**src/rtl/pipeline_hazard_ctrl_if.sv**
```systemverilog
// Interface between the pipeline datapath and the hazard controller.
// The controller uses the slave modport and the datapath uses the master modport.
interface pipeline_hazard_ctrl_if;
  logic [4:0]  rs1_id;
  logic [4:0]  rs2_id;
  logic        use_rs2_id;
  logic [4:0]  rd_ex;
  logic        memread_ex;
  logic        branch_taken_ex;
  logic        mc_start_ex;
  logic        mc_done;
  logic        pc_en;
  logic        if_id_en;
  logic        if_id_flush;
  logic        id_ex_en;
  logic        id_ex_bubble;
  logic        ex_mem_bubble;
  logic        busy;
  logic        mc_timeout;
  logic [31:0] stall_cycles;

  modport master (
    output rs1_id, rs2_id, use_rs2_id, rd_ex, memread_ex,
           branch_taken_ex, mc_start_ex, mc_done,
    input  pc_en, if_id_en, if_id_flush, id_ex_en, id_ex_bubble,
           ex_mem_bubble, busy, mc_timeout, stall_cycles
  );

  modport slave (
    input  rs1_id, rs2_id, use_rs2_id, rd_ex, memread_ex,
           branch_taken_ex, mc_start_ex, mc_done,
    output pc_en, if_id_en, if_id_flush, id_ex_en, id_ex_bubble,
           ex_mem_bubble, busy, mc_timeout, stall_cycles
  );
endinterface

```
**src/rtl/pipeline_hazard_ctrl.sv**
```systemverilog
// Pipeline sequencing controller: load-use stalls, branch flushes, multi-cycle EX waits.
// Define HAZARD_PERF_CNT_EN to build the stall_cycles performance counter.
module pipeline_hazard_ctrl #(
  parameter int unsigned LOAD_LAT   = 1,
  parameter int unsigned MC_TIMEOUT = 64,
  parameter int unsigned CNT_W      = 10
) (
  input logic                  clk,
  input logic                  rst,
  pipeline_hazard_ctrl_if.slave bus
);

  typedef enum logic [1:0] {
    RUN     = 2'd0,
    LDSTALL = 2'd1,
    MCWAIT  = 2'd2
  } state_e;

  localparam logic [CNT_W-1:0] LD_INIT  = CNT_W'(LOAD_LAT - 1);
  localparam logic [CNT_W-1:0] MC_LIMIT = CNT_W'(MC_TIMEOUT);

  state_e           state_q, state_d;
  logic [CNT_W-1:0] cnt_q, cnt_d;
  logic             hz;
  logic             pc_en, if_id_en, if_id_flush, id_ex_en;
  logic             id_ex_bubble, ex_mem_bubble, mc_timeout;

  // x0 is hard-wired zero, so a load targeting it never creates a dependency.
  assign hz = bus.memread_ex && (bus.rd_ex != 5'd0) &&
              ((bus.rd_ex == bus.rs1_id) ||
               (bus.use_rs2_id && (bus.rd_ex == bus.rs2_id)));

  // NOTE: every output and next-state variable gets a default before any branch,
  // otherwise paths that skip an assignment would infer latches.
  always_comb begin
    state_d       = state_q;
    cnt_d         = cnt_q;
    pc_en         = 1'b1;
    if_id_en      = 1'b1;
    if_id_flush   = 1'b0;
    id_ex_en      = 1'b1;
    id_ex_bubble  = 1'b0;
    ex_mem_bubble = 1'b0;
    mc_timeout    = 1'b0;

    if (!rst) begin
      unique case (state_q)
        RUN: begin
          if (bus.branch_taken_ex) begin
            // The ID instruction is squashed, so any coincident load-use hazard is moot.
            if_id_flush  = 1'b1;
            id_ex_bubble = 1'b1;
          end else if (bus.mc_start_ex && !bus.mc_done) begin
            pc_en         = 1'b0;
            if_id_en      = 1'b0;
            id_ex_en      = 1'b0;
            ex_mem_bubble = 1'b1;
            state_d       = MCWAIT;
            cnt_d         = CNT_W'(1);
          end else if (hz) begin
            pc_en        = 1'b0;
            if_id_en     = 1'b0;
            id_ex_bubble = 1'b1;
            if (LOAD_LAT > 1) begin
              state_d = LDSTALL;
              cnt_d   = LD_INIT;
            end
          end
        end

        LDSTALL: begin
          pc_en        = 1'b0;
          if_id_en     = 1'b0;
          id_ex_bubble = 1'b1;
          if (cnt_q <= CNT_W'(1)) begin
            state_d = RUN;
            cnt_d   = '0;
          end else begin
            cnt_d = cnt_q - CNT_W'(1);
          end
        end

        MCWAIT: begin
          if (bus.mc_done) begin
            state_d = RUN;
            cnt_d   = '0;
          end else if (cnt_q >= MC_LIMIT) begin
            mc_timeout = 1'b1;
            state_d    = RUN;
            cnt_d      = '0;
          end else begin
            pc_en         = 1'b0;
            if_id_en      = 1'b0;
            id_ex_en      = 1'b0;
            ex_mem_bubble = 1'b1;
            cnt_d         = (cnt_q == '1) ? cnt_q : cnt_q + CNT_W'(1);
          end
        end

        default: begin
          state_d = RUN;
          cnt_d   = '0;
        end
      endcase
    end
  end

  // NOTE: sequential state uses non-blocking assignments so every flop samples
  // pre-edge values regardless of statement order.
  always_ff @(posedge clk) begin
    if (rst) begin
      state_q <= RUN;
      cnt_q   <= '0;
    end else begin
      state_q <= state_d;
      cnt_q   <= cnt_d;
    end
  end

  assign bus.pc_en         = pc_en;
  assign bus.if_id_en      = if_id_en;
  assign bus.if_id_flush   = if_id_flush;
  assign bus.id_ex_en      = id_ex_en;
  assign bus.id_ex_bubble  = id_ex_bubble;
  assign bus.ex_mem_bubble = ex_mem_bubble;
  assign bus.mc_timeout    = mc_timeout;
  assign bus.busy          = !rst && (state_q != RUN);

`ifdef HAZARD_PERF_CNT_EN
  logic [31:0] stall_cycles_q;

  always_ff @(posedge clk) begin
    if (rst) begin
      stall_cycles_q <= '0;
    end else if (!pc_en && (stall_cycles_q != '1)) begin
      stall_cycles_q <= stall_cycles_q + 32'd1;
    end
  end

  assign bus.stall_cycles = stall_cycles_q;
`else
  assign bus.stall_cycles = '0;
`endif

endmodule

```
**src/flat_wrapper.sv**
```systemverilog
// flat-port wrapper written by rule: the top's interface ports become plain ports
module pipeline_hazard_ctrl_flat 
#(
  parameter int unsigned LOAD_LAT   = 1,
  parameter int unsigned MC_TIMEOUT = 64,
  parameter int unsigned CNT_W      = 10
)
  (clk, rst, bus_rs1_id, bus_rs2_id, bus_use_rs2_id, bus_rd_ex, bus_memread_ex, bus_branch_taken_ex, bus_mc_start_ex, bus_mc_done, bus_pc_en, bus_if_id_en, bus_if_id_flush, bus_id_ex_en, bus_id_ex_bubble, bus_ex_mem_bubble, bus_busy, bus_mc_timeout, bus_stall_cycles);
  pipeline_hazard_ctrl_if bus_i ();
  input logic clk;
  input logic rst;
  input wire logic [$bits(bus_i.rs1_id)-1:0] bus_rs1_id;
  input wire logic [$bits(bus_i.rs2_id)-1:0] bus_rs2_id;
  input wire logic [$bits(bus_i.use_rs2_id)-1:0] bus_use_rs2_id;
  input wire logic [$bits(bus_i.rd_ex)-1:0] bus_rd_ex;
  input wire logic [$bits(bus_i.memread_ex)-1:0] bus_memread_ex;
  input wire logic [$bits(bus_i.branch_taken_ex)-1:0] bus_branch_taken_ex;
  input wire logic [$bits(bus_i.mc_start_ex)-1:0] bus_mc_start_ex;
  input wire logic [$bits(bus_i.mc_done)-1:0] bus_mc_done;
  output wire logic [$bits(bus_i.pc_en)-1:0] bus_pc_en;
  output wire logic [$bits(bus_i.if_id_en)-1:0] bus_if_id_en;
  output wire logic [$bits(bus_i.if_id_flush)-1:0] bus_if_id_flush;
  output wire logic [$bits(bus_i.id_ex_en)-1:0] bus_id_ex_en;
  output wire logic [$bits(bus_i.id_ex_bubble)-1:0] bus_id_ex_bubble;
  output wire logic [$bits(bus_i.ex_mem_bubble)-1:0] bus_ex_mem_bubble;
  output wire logic [$bits(bus_i.busy)-1:0] bus_busy;
  output wire logic [$bits(bus_i.mc_timeout)-1:0] bus_mc_timeout;
  output wire logic [$bits(bus_i.stall_cycles)-1:0] bus_stall_cycles;
  assign bus_i.rs1_id = bus_rs1_id;
  assign bus_i.rs2_id = bus_rs2_id;
  assign bus_i.use_rs2_id = bus_use_rs2_id;
  assign bus_i.rd_ex = bus_rd_ex;
  assign bus_i.memread_ex = bus_memread_ex;
  assign bus_i.branch_taken_ex = bus_branch_taken_ex;
  assign bus_i.mc_start_ex = bus_mc_start_ex;
  assign bus_i.mc_done = bus_mc_done;
  assign bus_pc_en = bus_i.pc_en;
  assign bus_if_id_en = bus_i.if_id_en;
  assign bus_if_id_flush = bus_i.if_id_flush;
  assign bus_id_ex_en = bus_i.id_ex_en;
  assign bus_id_ex_bubble = bus_i.id_ex_bubble;
  assign bus_ex_mem_bubble = bus_i.ex_mem_bubble;
  assign bus_busy = bus_i.busy;
  assign bus_mc_timeout = bus_i.mc_timeout;
  assign bus_stall_cycles = bus_i.stall_cycles;
  pipeline_hazard_ctrl #(.LOAD_LAT(LOAD_LAT), .MC_TIMEOUT(MC_TIMEOUT), .CNT_W(CNT_W)) u_core (.clk(clk), .rst(rst), .bus(bus_i));
endmodule
```
**config.mk**
```make
export PLATFORM = sky130hd
export DESIGN_NAME = pipeline_hazard_ctrl_flat
export DESIGN_NICKNAME = d
export VERILOG_FILES = /design/src/rtl/pipeline_hazard_ctrl_if.sv /design/src/rtl/pipeline_hazard_ctrl.sv /design/src/flat_wrapper.sv
export SDC_FILE = /design/constraint.sdc
export NUM_CORES = 1
export LEC_CHECK = 0
export BUFFER_PORTS_ARGS = -buffer_cell sky130_fd_sc_hd__buf_2
export CORE_UTILIZATION = 38
export DETAILED_ROUTE_END_ITERATION = 10
export GPL_TIMING_DRIVEN = 0
export HOLD_SLACK_MARGIN = 0.1
export PLACE_DENSITY_LB_ADDON = 0.05
export SYNTH_ARGS = -nofsm -noshare
export SYNTH_HDL_FRONTEND = slang
export SYNTH_SLANG_ARGS = --single-unit
export TNS_END_PERCENT = 30
```
**constraint.sdc**
```tcl
create_clock -name clk -period 1.5 [get_ports clk]
set_input_delay 0.3 -clock clk [delete_from_list [all_inputs] [get_ports clk]]
set_output_delay 0.3 -clock clk [all_outputs]
set_load 0.02 [all_outputs]
```
**Word-level counts from Yosys, hierarchy flattened**

Cells that the tools add are included.

- Equality and inequality tests: 10
- Reductions and logical operators: 13
- Mux-type cells: 41
- $add $sub $neg: 2
- $lt $le $gt $ge: 2

Operators by type and width:

| cell | number |
|---|---|
| $mux 10 | 6 |
| $pmux 10 s3 | 1 |
| $mux 1 | 24 |
| $add 10x1->10 const B | 1 |
| $eq 10x10->1 const B | 1 |
| $eq 5x5->1 | 2 |
| $ge 10x7->1 const B | 1 |
| $le 10x1->1 const B | 1 |
| $mux 2 | 5 |
| $sub 10x1->10 const B | 1 |
| $pmux 1 s2 | 3 |
| $pmux 2 s3 | 1 |
| $logic_and 1x1->1 | 5 |
| $reduce_bool 5->1 | 1 |
| $ne 2x1->1 const B | 2 |
| $ne 4x3->1 const B | 1 |
| $reduce_and 4->1 | 1 |
| $ne 3x2->1 const B | 1 |
| $pmux 1 s3 | 1 |
| $reduce_and 3->1 | 1 |
| $eq 2x1->1 const B | 1 |
| $eq 2x2->1 const B | 1 |
| $logic_not 1->1 | 2 |
| $logic_not 2->1 | 1 |
| 3 further kinds | 3 |

- Logic and storage cells: 70
- Input bits: 22
- Output and inout bits: 40
- Register bits: 12

**Depth between registers and ports, before layout**

Gate-level depths: netlist of the first run.

- Depth in word-level cells: 9
- Gate-level depth with buffers: 5
- Gate-level depth less buffers: 4

**Worst setup path after synthesis of the first run**

OpenSTA, ideal clock, no wires.

- Kind: register to output
- Start point: register u_core.cnt_q[8]
- End point: output bus_pc_en
- Path slack: -511 ps
- Data arrival time: 1711 ps
- Data required time: 1200 ps
- Stages on the path, launching flop included: 6
- Cells stage by stage: dfxtp_1 nor4_4 nand2b_2 a211oi_2 o21ba_1 buf_4

- Longest elaborated chain between the ends: 5

Ends and longest elaborated chain:

| what | line | text |
|---|---|---|
| start: declaration | pipeline_hazard_ctrl.sv:23 | `logic [CNT_W-1:0] cnt_q, cnt_d;` |
| start signal: assignment | pipeline_hazard_ctrl.sv:116 | `cnt_q <= cnt_d;` |
| $ge 10x7->1 | pipeline_hazard_ctrl.sv:87 | `end else if (cnt_q >= MC_LIMIT) begin` |
| $mux 1 (2 in a row) | n/a |  |
| $pmux 1 s3 | n/a |  |
| $mux 1 | n/a |  |
| end: declaration | flat_wrapper.sv:20 | `output wire logic [$bits(bus_i.pc_en)-1:0] bus_pc_en;` |

Every way passes these cells.

**Worst setup path after layout of the first run**

- Start point: register u_core.cnt_q[6]
- End point: output bus_pc_en

- Longest elaborated chain between the ends: 5

Ends and longest elaborated chain:

| what | line | text |
|---|---|---|
| $ge 10x7->1 | pipeline_hazard_ctrl.sv:87 |  |
| $mux 1 | pipeline_hazard_ctrl.sv:87 |  |
| $mux 1 | pipeline_hazard_ctrl.sv:84 | `if (bus.mc_done) begin` |
| $pmux 1 s3 | pipeline_hazard_ctrl.sv:47 | `unique case (state_q)` |
| $mux 1 | pipeline_hazard_ctrl.sv:46 | `if (!rst) begin` |

Every way passes these cells.

==> run metrics, run 1 <==
status complete, but fails checks; failing checks negative setup slack; area growth from synthesis to layout 44.5%; Residual DRC 0; Post-Syn Instances between 100 and 150; TritonCTS clock tree built; Via density approximately 4.1; asr flop ratio synth 0%; count of final setup violators 7; startpoint type of the worst setup path register; total number of vias approximately 880; sequential share of the synthesized area 21.9%; largest net degree at the start of global routing 11; final worst path period share 136%; antenna-violating nets left 0; layout net count roughly 210; cell area after synthesis 1000 µm²; crit end category output pin; Worst Setup SP u_core.cnt_q[6]; GPL Wtd Cong roughly 0.78; Max-cap violations 0; initial drt markers 5; Arr. time, crit path approximately 1700 ps; first-pass GRT wire length 3020 µm; Crit Path Class reg -> out; fin worst setup slack -538 ps; RSZ-0062 raised after global routing true; Die Wd around 53 µm; CP Max Fanout 4; clock skew between 6 and 7 ps; Avg WL per Cell 9.05 µm; initial antenna violation count 0; cts bufs inserted 3; Initial Utilization 40.5%; Syn. warnings 0; CTS H-Tree Depth 1; reg2reg setup slack ~70 ps; gr usage total between 10 and 15%; Synth Register Bits 11; share of cells above drive strength 1 between 40% and 50%; Synth Flop Type dfxtp_1; vias in the first global route 750; Crit Reg-Reg Endpoint u_core.cnt_q[2]; Root Buffer clkbuf_4; hold_buf cts 0; Yosys cell types 39; fmax 491 MHz; Reg2Reg Depth 6; Req. time, crit path around 1200 ps; total negative setup slack -2370 ps; worst min-delay path class reg -> reg; # IOs 62; FP Rows 18; Sink Count 11; total routed wirelength approximately 2000 µm; die area roughly 2800 µm²; Hold Path Cell Cnt 1; P_leak about 0.78 nW; min Tclk post-route between 2000 and 2500 ps; number of flops mapped to enable cells by yosys 0; final hold vios 0; Reg clk slew, reported paths roughly 70 ps; fillers ~230; reg2reg start u_core.cnt_q[6]; Pwr Density 550 nW/µm²; Slew Limit Fails 0; hpwl dp 1600 µm; total chip power approximately 0.80 mW; worst slack, placed -495 ps; 1st-pass router iterations 2; Placeable Area roughly 2500 µm²; hold path startpoint u_core.cnt_q[9]; VDD IR max about 0.44 mV; hold endpoint u_core.cnt_q[9]; clk_lat worst skew 260 ps; antenna cells 0; clk buf depth 2; Die Height between 50 and 60 µm; syn_area_per_cell around 8.6 µm²; GRT overflow 0; Port Buffers 29
cells in the mapped netlist, types with 3 or more instances:
cell	count	share of area, %
dfxtp_1	11	22
o21a_1	3	2.2
a21oi_1	3	1.5
nor2_1	6	2.2
buf_4	33	25
o211a_1	3	3.0
xor2_1	9	7.9
and3_1	3	1.9
inv_1	4	1.5
nor2b_1	4	2.5
area by class of cell:
cell class	instances	area (µm²)	share of cell area [%]
clock buffers	4	26.3	1.81
repair buffers	36	223	15.4
plain buffers	36	277	19.1
flip-flops and latches	11	228	15.7
well taps	30	37.5	2.59
multi-input cells	97	644	44.4
inverters	4	15.0	1.04
how the worst max path moves through the flow:
| stage | end | slack [ps] | cells past startpoint |
|---|---|---|---|
| 2_1_floorplan | bus_pc_en | -340 | 5 |
| 3_3_place_gp | bus_pc_en | -490 | 7 |
| 3_5_place_dp | bus_pc_en | -490 | 7 |
| 4_1_cts | bus_pc_en | -590 | 6 |
| 5_1_grt | bus_pc_en | -620 | 6 |
| 6_report | bus_pc_en | -540 | 6 |
repair_timing:
item	4_1_cts	5_1_grt
buffers inserted	5	2
pin swaps	4	8
gates resized for setup	13	4
setup endpoints to repair	8	9
logic make-up (layout without fill, tap and decap cells):
family	count (synthesis)	in the layout	synth area share [%]
buffers and inverters	40	80	27.6
adder cells (fa/ha/maj)	2	2	2.49
AO/OA/AOI/OAI	22	22	17.6
flip-flops	11	11	21.9
XOR/XNOR	11	11	9.60
other	1	32	0.374
AND/OR/NAND/NOR	30	30	20.5
worst max-delay path, stage by stage (launching register included):
cell      delay [ps]
dfxtp_4          360
nor4_4           360
nand2b_2         130
a211oi_4         230
o21ba_4          190
buf_6            110
buf_6            120
power breakdown:
| group | internal, mW | leakage [nW] | switching (mW) | total, mW |
|---|---|---|---|---|
| combinational | 0.139 | 0.670 | 0.164 | 0.303 |
| sequential | 0.294 | 0.0912 | 0.00374 | 0.298 |
| clock | 0.102 | 0.0150 | 0.0942 | 0.197 |
| total | 0.536 | 0.777 | 0.262 | 0.798 |
per-layer routing:
metal	GRT usage [%]	up-vias	routed length, µm
met3	3.16	0	179
met2	26.9	41	925
met5	0	-	0
li1	-	477	-
met4	2.63	0	0
met1	15.9	366	866
registers in the layout (all words and copies together), names as in the netlist:
signal	cells
u_core.cnt_q	10
u_core.state_q	1
per-stage QoR:
| step | cells | hold slack (ps) | area [µm²] | util, % |
|---|---|---|---|---|
| 2_1_floorplan | 148 | 468 | 1140 | - |
| 3_3_place_gp | 207 | 480 | 1330 | 53.6 |
| 3_5_place_dp | 207 | 483 | 1330 | 53.6 |
| 4_1_cts | 216 | 496 | 1430 | 57.6 |
| 5_1_grt | 218 | 509 | 1450 | 58.5 |
| 6_report | 218 | 492 | 1450 | 58.5 |
cell usage in the layout (no fill, tap or decap), drive strengths merged, types with 4 or more instances in the layout:
master,instances
a21oi,4
nor3,4
nor2,6
nor2b,4
inv,4
conb,32
clkbuf,4
xor2,9
buf,72
dfxtp,11
Power figures use the tool's default switching activity.
==> inputs of run 2 (changes only) <==
--- a/config.mk
+++ b/config.mk
@@ -6,7 +6,8 @@
 export NUM_CORES = 1
 export LEC_CHECK = 0
 export BUFFER_PORTS_ARGS = -buffer_cell sky130_fd_sc_hd__buf_2
-export CORE_UTILIZATION = 38
+export CORE_UTILIZATION = 40
+export CTS_BUF_LIST = sky130_fd_sc_hd__clkbuf_2 sky130_fd_sc_hd__clkbuf_4 sky130_fd_sc_hd__clkbuf_8
 export DETAILED_ROUTE_END_ITERATION = 10
 export GPL_TIMING_DRIVEN = 0
 export HOLD_SLACK_MARGIN = 0.1
==> run 2 against run 1 <==
Effect of this change: critical path depth is the same; power rose by 1.9%; combinational power grew 2%; non-clock buffer count decreased by 3; clock skew grew 5.7 ps; register-to-register slack better by 30 ps; count of clock-buffer cells in the layout is 1 lower; the run still ends with negative setup slack left; final cell count fell by 2.3%; critical path type unchanged.
==> run metrics, run 2 (synthesis results as in run 1) <==
total routed wirelength 2130 µm; Die Height approximately 52 µm; VDD IR max approximately 0.42 mV; gr usage total between 15 and 20%; final non-filler cell total about 210; status complete, but fails checks; placed insts 205; Root Buffer clkbuf_4; worst slack, placed -451 ps; TritonCTS clock tree built; startpoint type of the worst setup path register; 1st-pass router iterations 3; first-pass GRT wire length 3210 µm; worst min-delay path class in -> reg; share of cells above drive strength 1 between 40% and 50%; reg2reg start u_core.cnt_q[9]; hold path startpoint rst; Residual DRC 0; clk buf depth 2; largest registers in the final layout u_core.cnt_q: 10 flops, u_core.state_q: 1 flops; min Tclk post-route ~2000 ps; initial drt markers 3; CTS H-Tree Depth 1; area growth from synthesis to layout 44.3%; total chip power approximately 0.81 mW; fillers around 210; Slew Limit Fails 0; WHS 473 ps; failing checks negative setup slack; hpwl dp between 1500 and 2000 µm; RSZ-0062 raised after global routing true; Die Wd roughly 52 µm; GPL Wtd Cong approximately 0.76; total number of vias ~900; final hold vios 0; total negative setup slack -2290 ps; P_leak 0.766 nW; FP Rows 17; Arr. time, crit path between 1500 and 2000 ps; vias in the first global route 784; CP Max Fanout 3; fin worst setup slack -520 ps; final worst path period share 135%; Worst Setup SP u_core.cnt_q[9]; fmax roughly 500 MHz; Pwr Density roughly 560 nW/µm²; Top reg by flops u_core.cnt_q; die area roughly 2700 µm²; count of final setup violators 7; Sink Count 11; Max-cap violations 0; Initial Utilization a little over two fifths; Req. time, crit path 1200 ps; antenna cells 0; antenna-violating nets left 0; crit end category output pin; Finished Cell Area between 1000 and 1500 µm²; Avg WL per Cell around 10 µm; Crit Path Class reg -> out; most common cell after layout, fill and taps aside buf_4; placed cell area between 1000 and 1500 µm²; clock skew around 12 ps; Reg clk slew, reported paths approximately 80 ps; cts bufs inserted 3; Placeable Area 2300 µm²; GRT overflow 0; layout net count 210; most frequent cells in the layout buf_4, conb_1, buf_2, xor2_1, dfxtp_1; max reg flops 10; # IOs 62; Port Buffers 29; final core utilization 63.0%; largest net degree at the start of global routing 11; initial antenna violation count 0; Via density 4.21; clk_lat worst skew around 280 ps
==> run 2: path summary, 6_finish.rpt <==
check | slack [ps] | endpoint | depth (start not counted)
setup reg to reg | 100 | u_core.cnt_q[0] | 5
setup / recovery | -520 | bus_pc_en | 6
hold reg to reg | 510 | u_core.cnt_q[9] | 1
hold / removal | 470 | u_core.cnt_q[1] | 3
==> run 2: what timing repair did <==
item	4_1_cts	5_1_grt
hold buffers	0	0
gates resized for setup	12	10
setup endpoints to repair	8	12
hold endpoints to repair	0	0
pin swaps	4	4
buffers inserted	4	0
==> run 2: critical path, cell delays in order, from the launching register on <==
cell	delay, ps
dfxtp_2	340
nor4_4	340
nand2b_2	130
a211oi_4	220
o21ba_4	180
buf_6	110
buf_6	120
==> run 2: area by class of cell <==
type	count	area [µm²]	share of cell area [%]
multi-input combinational	97	663	45.8
buffer	36	277	19.1
sequential	11	228	15.7
timing repair buffer	33	203	14.0
tap	28	35.0	2.42
clock buffer	3	22.5	1.56
inverter	4	15.0	1.04
clock inverter	1	5.00	0.346
==> run 2: per-layer routing <==
layer	GRT usage, %	part of all wire (%)
met3	4.68	7.8
met5	0	0
met2	27.6	51
met1	18.6	39
met4	5.41	2.0
==> run 2: power by group <==
group          internal (mW)  switching (mW)  total (mW)
Combinational          0.142           0.167       0.308
Clock                 0.0990           0.107       0.206
Sequential             0.294         0.00395       0.298
Total                  0.535           0.278       0.813
